$ cat config.mk
export PLATFORM = sky130hd
export DESIGN_NAME = tmr_command_voter
export DESIGN_NICKNAME = d
export VERILOG_FILES = /design/src/rtl/tmr_command_voter.sv
export SDC_FILE = /design/constraint.sdc
export NUM_CORES = 1
export LEC_CHECK = 0
export CELL_PAD_IN_SITES_DETAIL_PLACEMENT = 0
export CELL_PAD_IN_SITES_GLOBAL_PLACEMENT = 1
export CORE_MARGIN = 4
export CORE_UTILIZATION = 52
export DETAILED_ROUTE_END_ITERATION = 8
export DONT_BUFFER_PORTS = 1
export GPL_ROUTABILITY_DRIVEN = 0
export PLACE_DENSITY = 0.81
export SLEW_MARGIN = 20
export SYNTH_ARGS = -nofsm -noshare
export SYNTH_HDL_FRONTEND = slang
export SYNTH_SLANG_ARGS = --single-unit
$ cat constraint.sdc
create_clock -name clk -period 6 [get_ports clk]
set_clock_uncertainty 0.2 [all_clocks]
set_input_delay 0.3 -clock clk [delete_from_list [all_inputs] [get_ports clk]]
set_output_delay 0.3 -clock clk [all_outputs]
set_load 0.01 [all_outputs]
$ cat src/rtl/tmr_command_voter.sv
// tmr_command_voter: majority-votes one command word from each of three redundant channels; optional VOTER_PARITY_EN adds per-channel even parity
module tmr_command_voter #(
    parameter int CMD_WIDTH      = 8,
    parameter int TIMEOUT_CYCLES = 16,
    parameter int TIMER_WIDTH    = 5
) (
    input  logic                   clk,
    input  logic                   rst,
    input  logic [3*CMD_WIDTH-1:0] ch_data,
    input  logic [2:0]             ch_valid,
`ifdef VOTER_PARITY_EN
    input  logic [2:0]             ch_parity,
`endif
    output logic [2:0]             ch_ready,
    output logic [CMD_WIDTH-1:0]   cmd_out,
    output logic                   cmd_valid,
    input  logic                   cmd_ready,
    output logic                   cmd_error,
    output logic [2:0]             command_arrive,
    output logic [2:0]             command_arrive_discrepancy
);
    typedef enum logic [1:0] {IDLE, COLLECT, VOTE, OUTPUT} state_t;
    state_t state, state_nx;
    logic [CMD_WIDTH-1:0]   word [3];
    logic [CMD_WIDTH-1:0]   maj;
    logic [2:0]             cap, bad, bad_in, xfer, live, disc_nx;
    logic [TIMER_WIDTH-1:0] timer;
    logic                   m01, m02, m12, has_maj, timeout;

    assign ch_ready = (state == IDLE) ? 3'b111 : (state == COLLECT) ? ~cap : 3'b000;
    assign xfer     = ch_valid & ch_ready;
    assign timeout  = timer == TIMER_WIDTH'(TIMEOUT_CYCLES - 1);

`ifdef VOTER_PARITY_EN
    // flag incoming words whose even parity does not check
    always_comb begin
        bad_in = '0;
        for (int i = 0; i < 3; i++)
            bad_in[i] = ^{ch_data[i*CMD_WIDTH +: CMD_WIDTH], ch_parity[i]};
    end
`else
    assign bad_in = '0;
`endif

    // majority over captured, parity-clean words and per-channel discrepancy
    always_comb begin
        live    = cap & ~bad;
        m01     = live[0] & live[1] & (word[0] == word[1]);
        m02     = live[0] & live[2] & (word[0] == word[2]);
        m12     = live[1] & live[2] & (word[1] == word[2]);
        has_maj = m01 | m02 | m12;
        maj     = (m01 | m02) ? word[0] : word[1];
        disc_nx = '1;
        for (int i = 0; i < 3; i++)
            disc_nx[i] = !has_maj || !live[i] || (word[i] != maj);
    end

    // next-state decision
    always_comb begin
        state_nx = state;
        case (state)
            IDLE:    state_nx = (&xfer) ? VOTE : (|xfer) ? COLLECT : IDLE;
            COLLECT: state_nx = (&(cap | xfer) || timeout) ? VOTE : COLLECT;
            VOTE:    state_nx = has_maj ? OUTPUT : IDLE;
            OUTPUT:  state_nx = cmd_ready ? IDLE : OUTPUT;
        endcase
    end

    // state register
    always_ff @(posedge clk) begin
        if (rst) state <= IDLE;
        else     state <= state_nx;
    end

    // capture, timer and registered vote outputs
    always_ff @(posedge clk) begin
        if (rst) begin
            cap                        <= '0;
            bad                        <= '0;
            timer                      <= '0;
            cmd_out                    <= '0;
            cmd_valid                  <= 1'b0;
            cmd_error                  <= 1'b0;
            command_arrive             <= '0;
            command_arrive_discrepancy <= '0;
            for (int i = 0; i < 3; i++) word[i] <= '0;
        end else begin
            cmd_error                  <= 1'b0;
            command_arrive             <= '0;
            command_arrive_discrepancy <= '0;
            for (int i = 0; i < 3; i++)
                if (xfer[i]) begin
                    word[i] <= ch_data[i*CMD_WIDTH +: CMD_WIDTH];
                    bad[i]  <= bad_in[i];
                end
            case (state)
                IDLE: begin
                    cap   <= xfer;
                    timer <= '0;
                end
                COLLECT: begin
                    cap   <= cap | xfer;
                    timer <= timer + 1'b1;
                end
                VOTE: begin
                    command_arrive             <= cap;
                    command_arrive_discrepancy <= disc_nx;
                    if (has_maj) begin
                        cmd_out   <= maj;
                        cmd_valid <= 1'b1;
                    end else begin
                        cmd_error <= 1'b1;
                        cap       <= '0;
                    end
                end
                OUTPUT: begin
                    if (cmd_ready) begin
                        cmd_valid <= 1'b0;
                        cap       <= '0;
                    end
                end
            endcase
        end
    end
endmodule

### After elaboration in Yosys (flattened, before gate mapping)

Memory sizes are Yosys's and may differ from the RTL's.
Index checks and enable logic that the tools add are counted.
Widths: inputs -> output; s select.

* $add $sub $neg: 1
* multiply operators: 0
* divide/modulo/power cells: 0
* magnitude comparators: 0
* equal/unequal tests: 13
* shifts and indexed selects: 0
* muxes and demuxes: 31
* bitwise gates (word level): 15
* reductions and logical operators: 21

Operators with widths (count)
* $mux 8: 4
* $eq 8x8->1: 3
* $ne 8x8->1: 3
* $mux 1: 15
* $mux 3: 4
* $pmux 3 s4: 1
* $pmux 5 s2: 1
* $reduce_and 3->1: 3
* $mux 2: 4
* $pmux 2 s4: 1
* $logic_or 1x1->1: 7
* $and 1x1->1: 6
* $ne 2x2->1 const B: 3
* $add 5x1->5 const B: 1
* $eq 5x4->1 const B: 1
* $or 1x1->1: 5
* $eq 2x2->1 const B: 2
* $logic_not 1->1: 4
* $reduce_and 2->1: 2
* $reduce_bool 2->1: 2
* $and 3x3->3: 1
* $not 3->3: 1
* $or 3x3->3: 1
* $reduce_or 3->1: 1
* other kinds (5): 5

* flip-flop bits (word level): 26
* latch bits: 0
* RAM bits: 24
* bits in read-only memories: 0
* bits of input ports: 30
* logic and storage cells: 90
* memories: 1

Memory list
* word: words 3, bits a word 8, read ports 3, clocked after memory_dff 0, wr ports 3, RTL line 24 `logic [CMD_WIDTH-1:0] word [3];`

### Depth between registers and ports, before layout

Gate-level depths: netlist of the first run.

* depth in word-level cells: 9
* gate-level depth with buffers: 7

### Worst setup path before layout of the first run

Ideal clock, no wire load.

* kind: reg2reg
* start: memory word[0][5]
* end: register cmd_out[2]
* setup time: 129 ps
* arrival: 1638 ps
* required time: 5671 ps
* slack: 4033 ps
* stages on the path, launching flop included: 8
* cell sequence: edfxtp_1 -> xor2_1 -> nor4_4 -> and3_4 -> nor3_4 -> buf_6 -> o21ai_0 -> o31ai_1

RTL lines
* start: declaration: RTL line 24
* end signal: assignment: RTL line 109 `cmd_out <= maj;`
* end: declaration: RTL line 15 `output logic [CMD_WIDTH-1:0] cmd_out,`

==> results by group, run 1 <==
Setup path
  • Crit-path cells: xnor2_1 > nand4_1 > nor3_4 > nor2_8 > o311ai_0 > nand2_1
  • R2R Path End: command_arrive_discrepancy[2]
  • Crit-path max FO: 9
  • R2R Setup Slk: 3.73 ns
  • Crit end category: flip-flop
  • R2R cell count: 6
  • CP startpoint kind: flip-flop
  • Required time worst endpoint: 5.99 ns
  • WP data arrival: 2.26 ns
  • R2r startpoint: word[0][3]
  • Setup crit end: command_arrive_discrepancy[2]
  • Crit path max-delay family: simple AND/OR/NAND/NOR gates
  • Crit Path Class: flip-flop to flip-flop
  • Critical path's slowest cell: edfxtp_1
  • Critical Path Stages: 6
  • Largest stage delay, worst path: 0.46 ns
  • Buf/Inv on CP: 0
  • CP startpoint: word[0][3]

Drt
  • Residual DRC: 0
  • Via count: 1774
  • Wire length per cell: 15.62 µm
  • Via-per-instance ratio: 5.343
  • DRT Pass-1 Iters: 4
  • ANT nets after route: 0
  • Starting DRC count in detailed routing: 69
  • Final WL: 5186 µm

Synth
  • Ys flop type: dfxtp_1
  • Synth warn: 0
  • Cell taking the most area after synthesis: edfxtp_1
  • Asr flop ratio synth: 0%
  • Post-synth top area share: 28.32%
  • Flop and latch count out of synthesis: 50
  • EDFF count, synth: 24
  • Distinct cell type count after synthesis: 42
  • Syn Nets: 279
  • Mapped Cells: 247
  • Syn avg cell area: 10.30 µm²
  • Sequential fraction of the synthesis area: 48.77%
  • Area contributors post-synth: edfxtp_1 (28%), dfxtp_1 (20%), and2_1 (6.9%), xnor2_1 (5.9%), nand2b_1 (3.2%)
  • Synth Cell Area: 2545 µm²
  • Post-synth top cells: and2_1 (28), dfxtp_1 (26), edfxtp_1 (24)
  • Most frequent cell after synthesis: and2_1

Outcome
  • Status: complete, no violations

Global route
  • Largest net degree at the start of global routing: 25
  • GRT overflow: 0
  • First-pass GRT wire length: 8197 µm
  • Vias in the first global route: 1650
  • Antenna violations before repair: 0
  • Total GRT Usage: 17.47%

Floorplan
  • Die area: 6077 µm²
  • I/O pin total: 49
  • Area of the core: 4723 µm²
  • Die width: 77.96 µm
  • Die height: 77.96 µm
  • Starting Density: 53.88%
  • Core Rows: 25

Clocking
  • Clk pin slew, worst setup/hold paths: 0.10 ns
  • Clk root buf: clkbuf_8
  • Clk sink count: 50
  • CTS buffer count: 5
  • CTS tree: yes
  • Largest buffer count on any clock path: 2
  • Clock Latency Late Sink: 0.31 ns
  • CTS H-tree depth: 2
  • Post-CTS Setup Bufs: 0

Timing
  • RSZ-0062 raised after global routing: false
  • Fin crit share: 37.85%
  • Setup tns final: 0 ns
  • Slew @ Worst Pin: 0.6480 ns
  • Final Max Slew Viols: 0
  • Max-slew headroom: 56.66%
  • Final setup viols: 0
  • Final min period: 2.271 ns
  • Final hold vios: 0
  • Fmax achieved: 440.3 MHz

Cells and area
  • Layout cells sized above 1: 6.038%
  • Fillers: 393
  • Final net count: 296
  • Ant. Diodes: 0
  • Finished Cell Area: 2910 µm²
  • Synthesis-to-finish area growth: 14.36%

Power
  • Power per cell area: 345.1 nW/µm²
  • Lkg Pwr: 1.139 nW
  • Max IR drop VDD: 0.0001638 V
  • Power Total: 1.004 mW

Placed design
  • Area after DPL: 2577 µm²
  • Detailed placement HPWL: 3615 µm
  • Port bufs: 0

Min path
  • Hold depth: 1
  • Min-delay worst type: input port to flip-flop

Run
  • Max-cap violations: 0
## layout by cell type, fill, tap and decap left out, types with 2 or more instances in the layout
cell and count:
a211oi_1 2, a21o_1 4, a21oi_1 12, and2_1 28, and3_1 2, clkbuf_8 5
dfxtp_1 26, dlygate4sd3_1 22, edfxtp_1 24, ha_1 2, inv_1 3, mux2i_1 8
nand2_1 7, nand2b_1 13, nand3_1 8, nand4_1 4, nor2_1 13, nor2b_1 12
nor3_1 6, nor3_4 2, o21ai_0 11, o31ai_1 8, xnor2_1 17, xor2_1 6
## routing by layer
layer	wire length (µm)	GRT usage [%]
met5	0	0
met4	65	5.769
met3	276	4.176
met2	2418	27.91
met1	2425	23.28
## cells by family after synthesis
logic type,count (synthesis),share of synthesized area (%)
simple gates,102,24.73
flops,50,48.77
compound gates,46,11.70
xor+xnor,23,7.915
buf+inv,16,2.753
mux,8,3.147
fa+ha+maj,2,0.9831
## worst min-delay path by stage
stage / start / to / slack (ns)
2_1_floorplan: timer[4] / timer[4] / 0.25
3_3_place_gp: rst / cmd_valid / 0.18
3_5_place_dp: rst / state[1] / 0.18
4_1_cts: ch_data[16] / word[0][16] / 0.001
5_1_grt: ch_data[9] / word[0][9] / 0.005
6_report: ch_data[9] / word[0][9] / 0.005
## metrics by stage
stage | std cells | hold WS [ns] | setup slack, ns | util (%)
floorplan | 247 | 0.2544 | 4.033 | -
global placement | 302 | 0.1760 | 3.803 | 54.57
detailed placement | 302 | 0.1772 | 3.764 | 54.57
CTS | 330 | 0.001163 | 3.735 | 61.19
global route | 332 | 0.004545 | 3.516 | 61.62
finish | 332 | 0.005130 | 3.729 | 61.62
## layout make-up
type	count	area, µm²	share of cell area (%)
multi-input cells	181	1234	42.39
inverters	3	11.26	0.3869
clock buffers	5	68.82	2.365
flip-flops and latches	50	1241	42.65
clock inverters	3	43.79	1.505
well taps	67	83.83	2.880
repair buffers	23	227.7	7.825
## what timing repair did
item	4_1_cts	5_1_grt
resized for setup	0	0
hold buffers	20	2
hold endpoints to repair	35	2
## flip-flops by register name (all words and copies together) (netlist names)
| register | flops |
|---|---|
| cap | 3 |
| cmd_error | 1 |
| cmd_out | 8 |
| cmd_valid | 1 |
| command_arrive | 3 |
| command_arrive_discrepancy | 3 |
| state | 2 |
| timer | 5 |
| word | 24 |
## report_power, final
group | switching [mW] | internal (mW)
Clock | 0.118 | 0.125
Combinational | 0.137 | 0.115
Sequential | 0.0832 | 0.426
Note: power is estimated with default switching activity, not from simulation.
==> run 2: changes to the inputs <==
CORE_UTILIZATION = 44   (was 52)
PLACE_DENSITY = 0.73   (was 0.81)
clock period = 2 ns   (was 6 ns; I/O delays follow)
==> results by group, run 2 (synthesized netlist as in run 1, its figures left out) <==
Global route
  • Antenna violations before repair: 0
  • Vias in the first global route: 2141
  • Largest net degree at the start of global routing: 26
  • GRT overflow: 0
  • Total GRT Usage: 19.64%
  • First-pass GRT wire length: 11010 µm

Placed design
  • Port bufs: 0
  • Detailed placement HPWL: 4286 µm
  • Area after DPL: 2756 µm²
  • Inst Count DP: 330
  • Pre-CTS WS: -0.2116 ns

Cells and area
  • Final net count: 344
  • Largest register FFs: 24
  • Biggest register: word
  • Synthesis-to-finish area growth: 33.23%
  • Register area: 1241 µm²
  • Area occupied by multi-input gates: 1349 µm²
  • Non-filler instance count after layout: 385
  • Fillers: 482
  • Finished Cell Area: 3391 µm²
  • Fin util: 60.83%
  • Most frequent cells in the layout: buf_4 (36), dlygate4sd3_1 (29), and2_1 (28), dfxtp_1 (26), edfxtp_1 (24)
  • Ant. Diodes: 0
  • Commonest non-fill, non-tap cell in the layout: buf_4
  • Biggest regs: word: 24 flops, cmd_out: 8 flops, timer: 5 flops
  • Layout cells sized above 1: 22.68%

Timing
  • Final setup viols: 15
  • Slew @ Worst Pin: 0.7858 ns
  • Final min period: 2.121 ns
  • Hold WS: 0.01067 ns
  • Setup tns final: -0.9361 ns
  • Final hold vios: 0
  • Final Max Slew Viols: 0
  • Final setup margin: -0.1209 ns
  • Fmax achieved: 471.5 MHz
  • Max-slew headroom: 47.44%
  • RSZ-0062 raised after global routing: true
  • Fin crit share: 106.0%

Setup path
  • Crit Path Class: flip-flop to flip-flop
  • CP startpoint kind: flip-flop
  • R2R cell count: 7
  • Required time worst endpoint: 2.02 ns
  • Crit-path max FO: 6
  • R2r startpoint: word[0][2]
  • Crit end category: flip-flop
  • R2R Setup Slk: -0.12 ns
  • WP data arrival: 2.14 ns
  • R2R Path End: cmd_out[3]

Clocking
  • CTS buffer count: 5
  • Clk root buf: clkbuf_8
  • Clock Latency Late Sink: 0.31 ns
  • CTS tree: yes
  • Clk sink count: 50
  • Largest buffer count on any clock path: 2
  • CTS H-tree depth: 2
  • Clk pin slew, worst setup/hold paths: 0.10 ns

Min path
  • Hold depth: 4
  • Min-delay worst type: input port to flip-flop
  • Hold Startpoint: ch_valid[0]
  • Hold EP: cap[0]

Drt
  • Via-per-instance ratio: 5.332
  • Starting DRC count in detailed routing: 106
  • ANT nets after route: 0
  • Final WL: 6583 µm
  • DRT Pass-1 Iters: 5
  • Via count: 2053
  • Wire length per cell: 17.10 µm
  • Residual DRC: 0

Power
  • Power Total: 3.287 mW
  • Power per cell area: 969.5 nW/µm²
  • Max IR drop VDD: 0.0004363 V
  • Lkg Pwr: 1.362 nW

Floorplan
  • Area of the core: 5574 µm²
  • Die area: 7064 µm²
  • I/O pin total: 49
  • Die width: 84.05 µm
  • Core Rows: 27
  • Die height: 84.05 µm
  • Starting Density: 45.66%

Run
  • Max-cap violations: 0

Outcome
  • Failing checks: setup timing
  • Status: finished with violations
-- run 2: cell types whose count changed in the layout (fill, tap and decap cells not counted), moves of 4 or more --
cell,change
buf_4,+35
xnor2_1,-5
mux2i_2,+5
mux2i_1,-5
dlygate4sd3_1,+7
xnor2_2,+4
-- run 2: worst max-delay path by stage --
stage               start                             to  slack, ns
2_1_floorplan  word[0][5]                     cmd_out[2]       0.03
3_3_place_gp   word[0][4]  command_arrive_discrepancy[2]      -0.20
3_5_place_dp   word[0][1]                         cap[1]      -0.21
4_1_cts        word[0][0]                     cmd_out[3]      -0.03
5_1_grt        word[0][3]                     cmd_out[2]      -0.19
6_report       word[0][2]                     cmd_out[3]      -0.12
-- run 2: repair_timing --
action / in CTS / in global routing
hold buffers: 29 / 0
pin swaps: 11 / 4
gates cloned: 2 / 0
gates resized for setup: 13 / 11
endpoints found under the setup margin: 18 / 18
buffers inserted: 14 / 2
endpoints found under the hold margin: 48 / 0
-- run 2: metal layers --
layer / GRT usage (%) / share of wire [%] / routed length [µm]
met5: 0 / 0 / 0
met4: 5.994 / 1.6 / 108
met3: 3.751 / 5.0 / 330
met2: 33.79 / 50 / 3274
met1: 24.77 / 44 / 2870
-- run 2: worst max-delay path, cell delays in order (launching register included) --
cell      delay (ns)
edfxtp_1        0.46
xnor2_1         0.23
nand4_1         0.25
nor3_4          0.28
buf_12          0.17
nor2_8          0.06
mux2i_2         0.16
o31ai_1         0.21
-- run 2: power breakdown --
part / switching (mW) / total [mW] / internal [mW]
registers: 0.212 / 1.49 / 1.28
logic: 0.584 / 1.21 / 0.622
clock network: 0.352 / 0.592 / 0.241
-- run 2: layout make-up --
| type | count | share of cell area [%] |
|---|---|---|
| clock inverter | 3 | 0.4797 |
| inverter | 3 | 0.3321 |
| timing repair buffer | 69 | 18.12 |
| tap | 72 | 2.657 |
| multi-input combinational | 183 | 39.78 |
| sequential | 50 | 36.61 |
| clock buffer | 5 | 2.030 |
